===== src/rtl/sprite_motion_ctrl_pkg.sv =====
// Shared definitions for the sprite motion controller: FSM encoding,
// default VGA geometry, default sprite colour and per-axis step helper.
package sprite_motion_ctrl_pkg;

  localparam int         H_ACTIVE_DEF  = 640;
  localparam int         V_ACTIVE_DEF  = 480;
  localparam logic [2:0] SPR_COLOR_DEF = 3'b010;

  typedef enum logic [2:0] {
    ST_IDLE,
    ST_SAMPLE,
    ST_MOVE_X,
    ST_MOVE_Y,
    ST_COMMIT
  } state_e;

  // Result of moving one axis for one frame.
  typedef struct packed {
    logic [9:0] pos;
    logic       bnc;   // auto-mode bounce happened on this axis
  } axis_t;

  // One frame of motion on one axis. Arithmetic is 11-bit signed so that
  // stepping below zero clamps to zero instead of wrapping.
  function automatic axis_t axis_step(input logic [9:0]         pos,
                                      input logic               dir,
                                      input logic               auto_mode,
                                      input logic               inc,
                                      input logic               dec,
                                      input logic signed [10:0] lim,
                                      input logic signed [10:0] step);
    logic signed [10:0] s;
    axis_t              r;
    s = $signed({1'b0, pos});
    if (auto_mode)      s = dir ? s + step : s - step;
    else if (inc && !dec) s = s + step;
    else if (dec && !inc) s = s - step;
    r.pos = s[9:0];
    r.bnc = 1'b0;
    if (s >= lim) begin
      r.pos = lim[9:0];
      r.bnc = auto_mode && dir;
    end else if (s <= 11'sd0) begin
      r.pos = '0;
      r.bnc = auto_mode && !dir;
    end
    return r;
  endfunction

  // Advance colour mod 8, skipping the background colour.
  function automatic logic [2:0] next_color(input logic [2:0] c,
                                            input logic [2:0] back);
    logic [2:0] n;
    n = c + 3'd1;
    if (n == back) n = n + 3'd1;
    return n;
  endfunction

endpackage


===== src/rtl/sprite_motion_ctrl_tick.sv =====
// Frame tick generator: one-cycle pulse on the rising edge of
// "first blanking row, column 0". Reusable by other VGA blocks.
module frame_tick_gen
  import sprite_motion_ctrl_pkg::*;
#(
  parameter int V_ACTIVE = V_ACTIVE_DEF
) (
  input  logic       Clock,
  input  logic       Reset,
  input  logic [9:0] iColumnCount,
  input  logic [9:0] iRowCount,
  output logic       oTick
);

  logic w_cond;
  logic r_cond_d;

  assign w_cond = (iRowCount == 10'(V_ACTIVE)) && (iColumnCount == 10'd0);

  // Delay stage for edge detection; held counts keep this high so no retick.
  always_ff @(posedge Clock or negedge Reset) begin
    if (!Reset) r_cond_d <= 1'b0;
    else        r_cond_d <= w_cond;
  end

  assign oTick = w_cond & ~r_cond_d;

endmodule


===== src/rtl/sprite_motion_ctrl.sv =====
// Sprite motion controller: once per frame samples buttons/mode, moves the
// sprite on X then Y with clamping or bouncing, and publishes the new
// position, enable and colour together at the end of the sequence.
module sprite_motion_ctrl
  import sprite_motion_ctrl_pkg::*;
#(
  parameter int H_ACTIVE = H_ACTIVE_DEF,
  parameter int V_ACTIVE = V_ACTIVE_DEF,
  parameter int SPR_SIZE = 16,
  parameter int STEP     = 2,
  parameter int X_INIT   = 312,
  parameter int Y_INIT   = 232
) (
  input  logic       Clock,
  input  logic       Reset,
  input  logic [9:0] iColumnCount,
  input  logic [9:0] iRowCount,
  input  logic       iUp,
  input  logic       iDown,
  input  logic       iLeft,
  input  logic       iRight,
  input  logic       iAuto,
  input  logic       iEnableReq,
  input  logic [2:0] iColorBack,
  output logic [9:0] oPosX,
  output logic [9:0] oPosY,
  output logic       oEnable,
  output logic [2:0] oColorSprite,
  output logic       oBusy
);

  localparam logic signed [10:0] X_MAX  = 11'(H_ACTIVE - SPR_SIZE);
  localparam logic signed [10:0] Y_MAX  = 11'(V_ACTIVE - SPR_SIZE);
  localparam logic signed [10:0] STEP_S = 11'(STEP);

  state_e     r_state;
  logic       r_up, r_dn, r_lf, r_rt, r_auto, r_en_req;
  logic [9:0] r_x, r_y;           // working position
  logic       r_dir_x, r_dir_y;   // 1 = increasing
  logic       r_bnc;              // any bounce seen this frame
  logic [9:0] r_pos_x, r_pos_y;
  logic       r_enable;
  logic [2:0] r_color;
  logic       r_busy;
  logic       w_tick;
  axis_t      w_ax, w_ay;

  frame_tick_gen #(.V_ACTIVE(V_ACTIVE)) u_tick (
    .Clock        (Clock),
    .Reset        (Reset),
    .iColumnCount (iColumnCount),
    .iRowCount    (iRowCount),
    .oTick        (w_tick)
  );

  assign w_ax = axis_step(r_x, r_dir_x, r_auto, r_rt, r_lf, X_MAX, STEP_S);
  assign w_ay = axis_step(r_y, r_dir_y, r_auto, r_dn, r_up, Y_MAX, STEP_S);

  // Per-frame update sequence; published outputs change only when leaving COMMIT.
  always_ff @(posedge Clock or negedge Reset) begin
    if (!Reset) begin
      r_state  <= ST_IDLE;
      r_up     <= 1'b0;
      r_dn     <= 1'b0;
      r_lf     <= 1'b0;
      r_rt     <= 1'b0;
      r_auto   <= 1'b0;
      r_en_req <= 1'b0;
      r_x      <= 10'(X_INIT);
      r_y      <= 10'(Y_INIT);
      r_dir_x  <= 1'b1;
      r_dir_y  <= 1'b1;
      r_bnc    <= 1'b0;
      r_pos_x  <= 10'(X_INIT);
      r_pos_y  <= 10'(Y_INIT);
      r_enable <= 1'b0;
      r_color  <= SPR_COLOR_DEF;
      r_busy   <= 1'b0;
    end else begin
      case (r_state)
        ST_IDLE: begin
          if (w_tick) begin
            r_state <= ST_SAMPLE;
            r_busy  <= 1'b1;
          end
        end
        ST_SAMPLE: begin
          r_up     <= iUp;
          r_dn     <= iDown;
          r_lf     <= iLeft;
          r_rt     <= iRight;
          r_auto   <= iAuto;
          r_en_req <= iEnableReq;
          r_state  <= ST_MOVE_X;
        end
        ST_MOVE_X: begin
          r_x   <= w_ax.pos;
          r_bnc <= w_ax.bnc;
          if (w_ax.bnc) r_dir_x <= ~r_dir_x;
          r_state <= ST_MOVE_Y;
        end
        ST_MOVE_Y: begin
          r_y   <= w_ay.pos;
          r_bnc <= r_bnc | w_ay.bnc;
          if (w_ay.bnc) r_dir_y <= ~r_dir_y;
          r_state <= ST_COMMIT;
        end
        ST_COMMIT: begin
          r_pos_x  <= r_x;
          r_pos_y  <= r_y;
          r_enable <= r_en_req;
          if (r_bnc) r_color <= next_color(r_color, iColorBack);
          r_busy   <= 1'b0;
          r_state  <= ST_IDLE;
        end
        default: begin
          r_busy  <= 1'b0;
          r_state <= ST_IDLE;
        end
      endcase
    end
  end

  assign oPosX        = r_pos_x;
  assign oPosY        = r_pos_y;
  assign oEnable      = r_enable;
  assign oColorSprite = r_color;
  assign oBusy        = r_busy;

endmodule


===== config.mk =====
export PLATFORM = sky130hd
export DESIGN_NAME = sprite_motion_ctrl
export DESIGN_NICKNAME = d
export VERILOG_FILES = /design/src/rtl/sprite_motion_ctrl_pkg.sv /design/src/rtl/sprite_motion_ctrl_tick.sv /design/src/rtl/sprite_motion_ctrl.sv
export SDC_FILE = /design/constraint.sdc
export NUM_CORES = 1
export LEC_CHECK = 0
export BUFFER_PORTS_ARGS = -buffer_cell sky130_fd_sc_hd__buf_2
export CORE_ASPECT_RATIO = 0.75
export CORE_MARGIN = 1
export CORE_UTILIZATION = 40
export DETAILED_ROUTE_END_ITERATION = 8
export PLACE_DENSITY = 0.72
export REMOVE_ABC_BUFFERS = 1
export SLEW_MARGIN = 20
export SYNTH_ARGS = -nofsm -noshare
export SYNTH_HDL_FRONTEND = slang
export SYNTH_SLANG_ARGS = --single-unit

===== constraint.sdc =====
create_clock -name Clock -period 2.43 [get_ports Clock]
set_input_delay 0.486 -clock Clock [delete_from_list [all_inputs] [get_ports Clock]]
set_output_delay 0.486 -clock Clock [all_outputs]
set_load 0.05 [all_outputs]

==> results.sh <==
export IMPL_rsz0062_at_grt="true"
export IMPL_crit_path_top_delay_cell="or4b_4"
export IMPL_switchingPower_uw=3550
export IMPL_drive_gt1_share_pct=55.3
export IMPL_netlist_area_um2=3580
export IMPL_critical_path_top_delay_family="simple AND/OR/NAND/NOR gates"
export IMPL_outcome="finished, violations left"
export IMPL_slew_headroom_pct=55.9
export IMPL_clock_path_buffers=2
export IMPL_tightest_slew_ns=0.661
export IMPL_synthCells=373
export IMPL_synth_top_flop_cell="dfrtp_1"
export IMPL_n_fill_cell=698
export IMPL_dieArea_um2=9330
export IMPL_avgRoutedWirePerCell_um=17.0
export IMPL_layout_setup_ws_ns=-0.271
export IMPL_cts_num_sinks=54
export IMPL_cp_max_fo=4
export IMPL_drtIter0Drc=225
export IMPL_yosysWarnings=0
export IMPL_initial_utilization_pct=41.8
export IMPL_syn_area_per_cell_um2=9.59
export IMPL_path_clk_slew_ns=0.07
export IMPL_crit_cells=9
export IMPL_fin_crit_sh_pct=111
export IMPL_synth_edf_count=0
export IMPL_cp_buffers_inverters=1
export IMPL_rr_worst_depth=9
export IMPL_dp_hpwl_mm=7.87
export IMPL_failed_checks="design-rule violations, negative setup slack"
export IMPL_diodes=0
export IMPL_grt_pass1_vias=3454
export IMPL_p_leak_uw=0.00235
export IMPL_slew_violations=0
export IMPL_hold_slack_ns=0.208
export IMPL_cp_start_kind="flop"
export IMPL_crit_path_cell_trace="buf_6 > nor4_4 > o211ai_1 > and3_4 > or4_4 > or4b_4 > a41o_1 > nand2_1 > o31ai_1"
export IMPL_r2r_end="r_y[3]"
export IMPL_ys_seq_area_share_pct=38.5
export IMPL_grt_pass1_wl_mm=17.3
export IMPL_ys_ff_latch=54
export IMPL_grt_max_degree=28
export IMPL_final_nets=562
export IMPL_power_density_nw_per_um2=1500
export IMPL_ir_drop_uv=664
export IMPL_finalInstanceArea_um2=5240
export IMPL_switching_share_pct=45.0
export IMPL_drc=14
export IMPL_root_buffer="clkbuf_16"
export IMPL_cts_tree="built"
export IMPL_max_stage_delay_ns=0.54
export IMPL_end_kind="flop"
export IMPL_synth_distinct_cells=77
export IMPL_grt_ovfl_total=0
export IMPL_setup_violations=7
export IMPL_vias=3606
export IMPL_cap_viol_max_count=0
export IMPL_period_minus_slack_ns=2.70
export IMPL_htree_levels=2
export IMPL_routed_wl_mm=10.8
export IMPL_r2r_start="r_y[1]"
export IMPL_coreArea_um2=8560
export IMPL_cp_startpoint="r_y[1]"
export IMPL_comb_power_share_pct=68.9
export IMPL_worst_clock_skew_ns=0.00981
export IMPL_syn_to_final_growth_pct=46.6
export IMPL_die_h_um=83.9
export IMPL_postRouteAntennaNets=0
export IMPL_rows=29
export IMPL_required_ns=2.66
export IMPL_portBuffers=53
export IMPL_worstSetupEndpoint="r_y[3]"
export IMPL_track_usage_pct=23.7
export IMPL_synthArstFlopShare_pct=100
export IMPL_antenna_found_initial=0
export IMPL_place_ws_ns=-0.360
export IMPL_hold_viol_final=0
export IMPL_cts_made_buffers=5
export IMPL_routed_via_density=5.69
export IMPL_criticalPathCategory="reg -> reg"
export IMPL_power_share_sequential_pct=22.0
export IMPL_clkPwrFrac_pct=9.1
export IMPL_fmax_mhz=370
export IMPL_place_gp_congestion=0.888
export IMPL_p_int_uw=4340
export IMPL_rrSetupSlack_ns=-0.27
export IMPL_arrival_ns=2.93
export IMPL_ios=56
export IMPL_place_area_um2=4590
export IMPL_clk_latency_ns=0.30
export IMPL_die_x_um=111
export IMPL_firstDrtPassIters=7
export IMPL_hold_path_class="in -> async"
[worst min-delay path by stage]
stage,slack (ns),start,depth (start not counted),endpoint
2_1_floorplan,0.19,Reset,0,oBusy
3_3_place_gp,0.48,oPosX[7],1,oPosX[7]
3_5_place_dp,0.49,oPosX[9],1,oPosX[9]
4_1_cts,0.23,Reset,1,r_x[6]
5_1_grt,0.26,Reset,1,oPosX[6]
6_report,0.21,Reset,1,oPosX[6]
[cell families after synthesis]
kind of cell,synth area share (%)
xor+xnor,4.90
compound gates,16.3
flops,38.5
simple gates,23.7
other cells,0.105
buf+inv,5.07
fa+ha+maj,2.10
mux,9.34
[placed cells by master, fill, tap and decap left out, types with 3 or more instances in the layout]
cell type  count
nor3_1         8
nand2_1       39
and2_1         3
nor3b_4        3
nand2b_1       4
clkbuf_16      5
mux2_2        25
a21o_1         3
o31ai_1        6
o22ai_1        3
inv_2          4
nor4_1         3
dfrtp_1       31
inv_1         11
dfrtp_2        4
o211ai_1       7
nand3_1        8
o21ai_1        6
nor2b_1        7
a2bb2oi_2      3
buf_2         53
dfstp_2       19
nor2_1        14
xnor2_1       15
and3_1         5
buf_4        103
a21oi_1       14
o21ai_0        7
a211oi_2       3
nand4_1        6
o2111ai_2      3
buf_6          7
xor2_1         4
[registers in the layout, indices dropped and copies added (netlist names)]
signal / cells
r_bnc: 1
oPosY: 9
r_up: 1
oColorSprite: 3
oBusy: 1
r_dir_x: 1
u_tick.r_cond_d: 1
r_auto: 1
r_lf: 1
r_rt: 1
r_state: 3
r_dn: 1
r_dir_y: 1
r_y: 9
oPosX: 9
r_en_req: 1
oEnable: 1
r_x: 9
[cell type report]
type                       instances  area (µm²)  share of cell area, %
clock inverter                     3        21.3                  0.406
timing repair buffer             165        1160                   22.1
clock buffer                       5         125                   2.39
inverter                          16        60.1                   1.15
tap                              108         135                   2.58
sequential                        54        1380                   26.3
multi-input combinational        283        2360                   45.1
[routing by layer]
| metal | wire length (µm) | track usage [%] | vias to the layer above | share of wire [%] |
|---|---|---|---|---|
| met4 | 255 | 7.00 | 0 | 2.4 |
| met2 | 4530 | 34.9 | 185 | 42 |
| met1 | 5140 | 34.6 | 1701 | 48 |
| met3 | 878 | 4.87 | 31 | 8.1 |
| met5 | 0 | 0 | - | 0 |
| li1 | - | - | 1689 | - |
[power by group through the flow]
stage          combinational (µW)  clock, µW  sequential (µW)
6_report                     5430        715             1740
5_1_grt                      5790        793             1790
4_1_cts                      4730        744             1730
3_5_place_dp                 4440          0             1730
3_3_place_gp                 4360          0             1710
2_1_floorplan                1910          0             2340
[through the flow]
| step | cells | util (%) | total power [µW] | setup TNS [ns] |
|---|---|---|---|---|
| 2_1_floorplan | 353 | - | 4250 | -7.09 |
| 4_1_cts | 625 | 57.4 | 7200 | -1.80 |
| 3_5_place_dp | 609 | 53.6 | 6160 | -3.18 |
| 3_3_place_gp | 609 | 53.6 | 6060 | -3.02 |
| 6_report | 634 | 61.2 | 7890 | -1.76 |
| 5_1_grt | 634 | 61.2 | 8370 | -2.43 |
[cells in the mapped netlist (5+ instances only)]
library cell  instances  area [µm²]
nand2_1              42         158
nor2b_1               8        50.1
o31ai_1               7        52.6
a211oi_1              5        37.5
dfrtp_1              35         876
nand4_1               6        37.5
nand3_1              10        50.1
inv_1                14        52.6
nor2_1               14        52.6
ha_1                  6        75.1
o211ai_1              7        52.6
xnor2_1              16         140
and3_1                5        31.3
o21ai_0              11        55.1
clkbuf_1             12        45.0
a21oi_1              14        70.1
dfstp_2              19         499
buf_4                 5        37.5
mux2_2               27         304
nor3_1               10        50.1
[what timing repair did]
item,4_1_cts,5_1_grt
setup buffers,8,11
resized for setup,28,55
pin swaps,22,26
endpoints found under the setup margin,13,14
hold buffers,0,0
(Power assumes the default switching activity.)
